**src/rtl/decode_execute_register.sv**
```systemverilog
// Decode-to-execute pipeline register with load-use hazard detection, branch flush
// and a saturating counter of inserted bubbles.
module decode_execute_register #(
  parameter int unsigned DATA_WIDTH     = 32,
  parameter int unsigned REG_ADDR_WIDTH = 5,
  parameter int unsigned COUNT_WIDTH    = 16
) (
  input  logic                      clk,
  input  logic                      rst,
  input  logic                      valid_D,
  input  logic                      ctrl_register_file_WE_D,
  input  logic                      ctrl_srcB_D,
  input  logic                      ctrl_register_file_WA_D,
  input  logic                      ctrl_data_memory_WE_D,
  input  logic                      ctrl_result_D,
  input  logic [2:0]                ctrl_ALU_op_D,
  input  logic [DATA_WIDTH-1:0]     RD1_D,
  input  logic [DATA_WIDTH-1:0]     RD2_D,
  input  logic [DATA_WIDTH-1:0]     imm_ext_D,
  input  logic [DATA_WIDTH-1:0]     PC_D,
  input  logic [DATA_WIDTH-1:0]     PC_plus_4_D,
  input  logic [REG_ADDR_WIDTH-1:0] rs1_D,
  input  logic [REG_ADDR_WIDTH-1:0] rs2_D,
  input  logic [REG_ADDR_WIDTH-1:0] rd_D,
  input  logic                      flush_E,
  output logic                      ctrl_register_file_WE_E,
  output logic                      ctrl_srcB_E,
  output logic                      ctrl_register_file_WA_E,
  output logic                      ctrl_data_memory_WE_E,
  output logic                      ctrl_result_E,
  output logic [2:0]                ctrl_ALU_op_E,
  output logic [DATA_WIDTH-1:0]     RD1_E,
  output logic [DATA_WIDTH-1:0]     RD2_E,
  output logic [DATA_WIDTH-1:0]     imm_ext_E,
  output logic [DATA_WIDTH-1:0]     PC_E,
  output logic [DATA_WIDTH-1:0]     PC_plus_4_E,
  output logic [REG_ADDR_WIDTH-1:0] rs1_E,
  output logic [REG_ADDR_WIDTH-1:0] rs2_E,
  output logic [REG_ADDR_WIDTH-1:0] rd_E,
  output logic                      valid_E,
  output logic                      stall_FD,
  output logic [COUNT_WIDTH-1:0]    bubble_count
);

  logic load_use;
  logic bubble;
  logic count_max;

  // x0 is hard-wired zero, so a load targeting it can never feed a consumer.
  always_comb begin
    load_use = valid_E & ctrl_result_E & ctrl_register_file_WE_E &
               (rd_E != '0) & valid_D & ((rd_E == rs1_D) | (rd_E == rs2_D));
    stall_FD = load_use & ~flush_E;
    bubble   = flush_E | load_use;
    count_max = &bubble_count;
  end

  always_ff @(posedge clk) begin
    if (rst) begin
      ctrl_register_file_WE_E <= 1'b0;
      ctrl_srcB_E             <= 1'b0;
      ctrl_register_file_WA_E <= 1'b0;
      ctrl_data_memory_WE_E   <= 1'b0;
      ctrl_result_E           <= 1'b0;
      ctrl_ALU_op_E           <= '0;
      RD1_E                   <= '0;
      RD2_E                   <= '0;
      imm_ext_E               <= '0;
      PC_E                    <= '0;
      PC_plus_4_E             <= '0;
      rs1_E                   <= '0;
      rs2_E                   <= '0;
      rd_E                    <= '0;
      valid_E                 <= 1'b0;
      bubble_count            <= '0;
    end else if (bubble) begin
      ctrl_register_file_WE_E <= 1'b0;
      ctrl_srcB_E             <= 1'b0;
      ctrl_register_file_WA_E <= 1'b0;
      ctrl_data_memory_WE_E   <= 1'b0;
      ctrl_result_E           <= 1'b0;
      ctrl_ALU_op_E           <= '0;
      RD1_E                   <= '0;
      RD2_E                   <= '0;
      imm_ext_E               <= '0;
      PC_E                    <= '0;
      PC_plus_4_E             <= '0;
      rs1_E                   <= '0;
      rs2_E                   <= '0;
      rd_E                    <= '0;
      valid_E                 <= 1'b0;
      if (!count_max) begin
        bubble_count <= bubble_count + 1'b1;
      end
    end else begin
      // An empty decode slot must not carry side-effecting controls into execute.
      ctrl_register_file_WE_E <= ctrl_register_file_WE_D & valid_D;
      ctrl_srcB_E             <= ctrl_srcB_D & valid_D;
      ctrl_register_file_WA_E <= ctrl_register_file_WA_D & valid_D;
      ctrl_data_memory_WE_E   <= ctrl_data_memory_WE_D & valid_D;
      ctrl_result_E           <= ctrl_result_D & valid_D;
      ctrl_ALU_op_E           <= valid_D ? ctrl_ALU_op_D : 3'b000;
      RD1_E                   <= RD1_D;
      RD2_E                   <= RD2_D;
      imm_ext_E               <= imm_ext_D;
      PC_E                    <= PC_D;
      PC_plus_4_E             <= PC_plus_4_D;
      rs1_E                   <= rs1_D;
      rs2_E                   <= rs2_D;
      rd_E                    <= rd_D;
      valid_E                 <= valid_D;
    end
  end

endmodule

```
**config.mk**
```make
export PLATFORM = sky130hd
export DESIGN_NAME = decode_execute_register
export DESIGN_NICKNAME = d
export VERILOG_FILES = /design/src/rtl/decode_execute_register.sv
export SDC_FILE = /design/constraint.sdc
export NUM_CORES = 1
export LEC_CHECK = 0
export CORE_AREA = 2 2 150 152
export DETAILED_ROUTE_END_ITERATION = 7
export DIE_AREA = 0 0 152 154
export DONT_BUFFER_PORTS = 1
export PLACE_DENSITY_LB_ADDON = 0.12
export SLEW_MARGIN = 20
export SYNTH_ARGS = -nofsm -noshare
export SYNTH_HDL_FRONTEND = slang
export SYNTH_SLANG_ARGS = --single-unit
```
**constraint.sdc**
```tcl
create_clock -name clk -period 2.9 [get_ports clk]
set_clock_uncertainty 0.2 [all_clocks]
set_input_delay 0.58 -clock clk [delete_from_list [all_inputs] [get_ports clk]]
set_output_delay 0.58 -clock clk [all_outputs]
set_load 0.005 [all_outputs]
```
==> impl_results.md, run 1 <==
- Status: completed
- Register area: 4000 um^2
- Max-cap violations: 0
- CTS Buf Count: 17
- Pre-CTS WS: 0.150 ns
- Area of the mapped netlist: between 5000 and 6000 um^2
- Drt total wl: between 15 and 20 mm
- I/O Pins: about 390
- Root buffer cell: clkbuf_16
- Ys Warns: 0
- Crit end category: flop
- Initial antenna violation count: 4
- Worst vdd ir: 0.299 mV
- Worst hold path endpoint: ctrl_register_file_WA_E$_SDFF_PP0_
- First-pass GRT wire length: approximately 24 mm
- Seq/Total Area, Yosys: about two thirds
- Clk_lat worst skew: approximately 0.42 ns
- Reg-to-reg endpoint: RD2_E[17]$_SDFF_PP0_
- Filler instances: between 2k and 2.5k
- Drc violations: 0
- Post-DP HPWL: ~12 mm
- Clock buffer depth: 2
- Post-Syn Instances: 525
- Post-layout util: about a third
- Fin. Hold Viols: 0
- Hold path startpoint: ctrl_register_file_WA_D
- Minimum clock period: between 2 and 3 ns
- Reg-to-reg startpoint: rd_E[3]$_SDFF_PP0_
- Final Cycle Share: 90.4%
- Clock transition at the registers of the reported paths: about 0.080 ns
- Non-filler instance count after layout: 800
- Largest net degree at the start of global routing: 95
- Core ar.: about 22000 um^2
- R2R cell count: 5
- Worst hold slack: approximately 0.068 ns
- Final ANT Viol Nets: 0
- Critical path type: flop to flop
- Post-CTS Resized: 0
- Via count: approximately 3.7k
- Worst setup margin: 0.280 ns
- CTS tree: done
- # nets final: 693
- Die area: about 23000 um^2
- Crit path from: rd_E[3]$_SDFF_PP0_
- RSZ-0062 raised after global routing: no
- CTS Sinks: 200
- Area occupied by multi-input gates: roughly 1800 um^2
- Pwr dens: 797 nW/um^2
- Data arrival, critical path: 2.79 ns
- Avg Cell Area, Syn: approximately 11 um^2
- Num rows: 54
- Syn_nets: just over 700
- Maximum clock frequency: 382 MHz
- Pleak: approximately 3.2 nW
- Synth async-reset ratio: 0%
- Die X: between 150 and 200 um
- Wire length per cell: roughly 21 um
- H-tree depth: 4
- Number of global-route vias before repair: about 3.7k
- Hold crit path type: primary input to flop
- Overflow after GRT: 0
- Starting density of the core: roughly 28%
- Yosys cell types: 41
- Critical Path Fanout Max: 80
- Total negative setup slack: 0 ns
- Setup crit start kind: flop
- Min-Delay Path Depth: 1
- Top_reg_cell synth: dfxtp_1
- Gp weighted congestion: roughly 0.76
- Iter 0 DRT Violations: ~220
- Via-to-Cell Ratio: roughly 4.7
- Share of layout cells above drive strength 1: under 10%
- Port Buf Inserts: 0
- Req. time, crit path: about 3.1 ns
- Slew HR: between 50% and 60%
- Post-synth EDFFs: 0
- Area Overhead vs Synth: 14.0%
- Setup violators final: 0
- Final Max Slew Viols: 0
- Die Y: between 150 and 200 um
- Total GRT Usage: a little over an eighth
- FF+latch count, synth: 200
- 1st-pass router iterations: 4
- Slew @ Worst Pin: roughly 0.6 ns
- Cells after DPL: 765
- R2R Setup Slk: 0.28 ns
through the flow:
stage	power, mW	cell area (um^2)
finish	5.44	6820
global route	5.66	6810
CTS	5.52	6810
detailed placement	3.16	6210
global placement	3.15	6210
floorplan	3.10	5980
area by class of cell:
cell class,instances,share of cell area [%]
Sequential cell,200,58.7
Multi-Input combinational cell,277,26.1
Clock buffer,17,6.24
Tap cell,280,5.14
Clock inverter,14,2.48
Timing Repair Buffer,6,1.06
Inverter,3,0.184
Antenna cell,3,0.110
cells by family (layout without fill, tap and decap cells):
group | count (synthesis) | in the layout | synth area share, %
buffers and inverters | 48 | 40 | 3.33
other | 0 | 3 | 0
AND/OR/NAND/NOR | 237 | 237 | 24.3
XOR/XNOR | 11 | 11 | 1.61
adder cells (fa/ha/maj) | 1 | 1 | 0.209
multiplexers | 5 | 5 | 0.921
AO/OA/AOI/OAI | 23 | 23 | 2.68
flip-flops | 200 | 200 | 67.0
report_power, final:
group	switching (mW)	total, mW	leakage [nW]	internal (mW)
sequential	0.0707	2.92	1.64	2.85
combinational	0.0972	0.170	1.30	0.0726
clock	1.12	2.35	0.282	1.22
registers in the layout (all words and copies together), names as in the netlist:
register / flops
PC_E: 32
PC_plus_4_E: 32
RD1_E: 32
RD2_E: 32
bubble_count: 16
ctrl_ALU_op_E: 3
ctrl_data_memory_WE_E: 1
ctrl_register_file_WA_E: 1
ctrl_register_file_WE_E: 1
ctrl_result_E: 1
ctrl_srcB_E: 1
imm_ext_E: 32
rd_E: 5
rs1_E: 5
rs2_E: 5
valid_E: 1
cells in the final DEF (no fill, tap or decap), types with 2 or more instances in the layout:
master      instances
inv_8               2
xor2_1             10
a21oi_1             6
nor2b_1             4
inv_1               2
or3_1               4
nand3_1             3
a31o_2              2
dfxtp_1           200
o31a_1              2
clkinv_4            4
clkbuf_16          17
o21a_1              2
nor4_1              3
mux2_2              4
clkinv_8            3
nand4_1             4
o21ai_0             3
inv_6               2
and2_1              8
diode_2             3
and3_1            179
buf_4               3
buf_12              2
clkinvlp_4          2
and4_1              5
nor2_1             12
nand2_1             8
or4_1               2
metal layers:
layer / wire, um / track usage (%) / vias up
met5: 13 / 0 / -
met4: 191 / 4.18 / 2
met3: 1480 / 6.65 / 11
met2: 8700 / 23.2 / 191
met1: 6070 / 14.1 / 1750
li1: - / - / 1776
worst max path at each step:
stage          slack, ns  depth (start not counted)                             to
2_1_floorplan       0.57                          8  bubble_count[10]$_SDFFE_PP0P_
3_3_place_gp        0.21                          6            PC_E[30]$_SDFF_PP0_
3_5_place_dp        0.15                          6           RD2_E[17]$_SDFF_PP0_
4_1_cts             0.24                          6           RD2_E[17]$_SDFF_PP0_
5_1_grt             0.09                          5       imm_ext_E[20]$_SDFF_PP0_
6_report            0.28                          5           RD2_E[17]$_SDFF_PP0_
critical path, cell delays in order, from the launching register on:
cell     delay, ns
dfxtp_1       0.41
or4_1         0.52
nor2_1        0.19
o31a_2        0.39
buf_4         0.57
and3_1        0.25
repair_timing:
action | in CTS | in global routing
hold endpoints to repair | 6 | 0
buffers inserted | 0 | 0
hold buffers | 1 | 0
cells in the mapped netlist, drive strengths merged, types with 3 or more instances:
library cell  instances  share of area, %
nand4                 4              0.42
and4                  5              0.73
nor2b                 4              0.42
nand2                 8              0.50
mux2                  4              0.75
buf                   4              0.48
and3                179                19
clkbuf               41               2.7
o31a                  3              0.44
nor2                 12              0.75
a21oi                 6              0.50
and2                  8              0.84
nor4                  3              0.31
nand3                 3              0.25
or3                   4              0.42
o21ai                 4              0.33
xor2                 10               1.5
dfxtp               200                67
(Power assumes the default switching activity.)
==> run 2, diff against run 1 <==
--- a/config.mk
+++ b/config.mk
@@ -10,6 +10,7 @@
 export DIE_AREA = 0 0 152 154
 export DONT_BUFFER_PORTS = 1
 export PLACE_DENSITY_LB_ADDON = 0.12
+export RECOVER_POWER = 25
 export SLEW_MARGIN = 20
 export SYNTH_ARGS = -nofsm -noshare
 export SYNTH_HDL_FRONTEND = slang
==> results of run 2 <==
No change in the layout: final DEF, timing and power equal those of run 1.
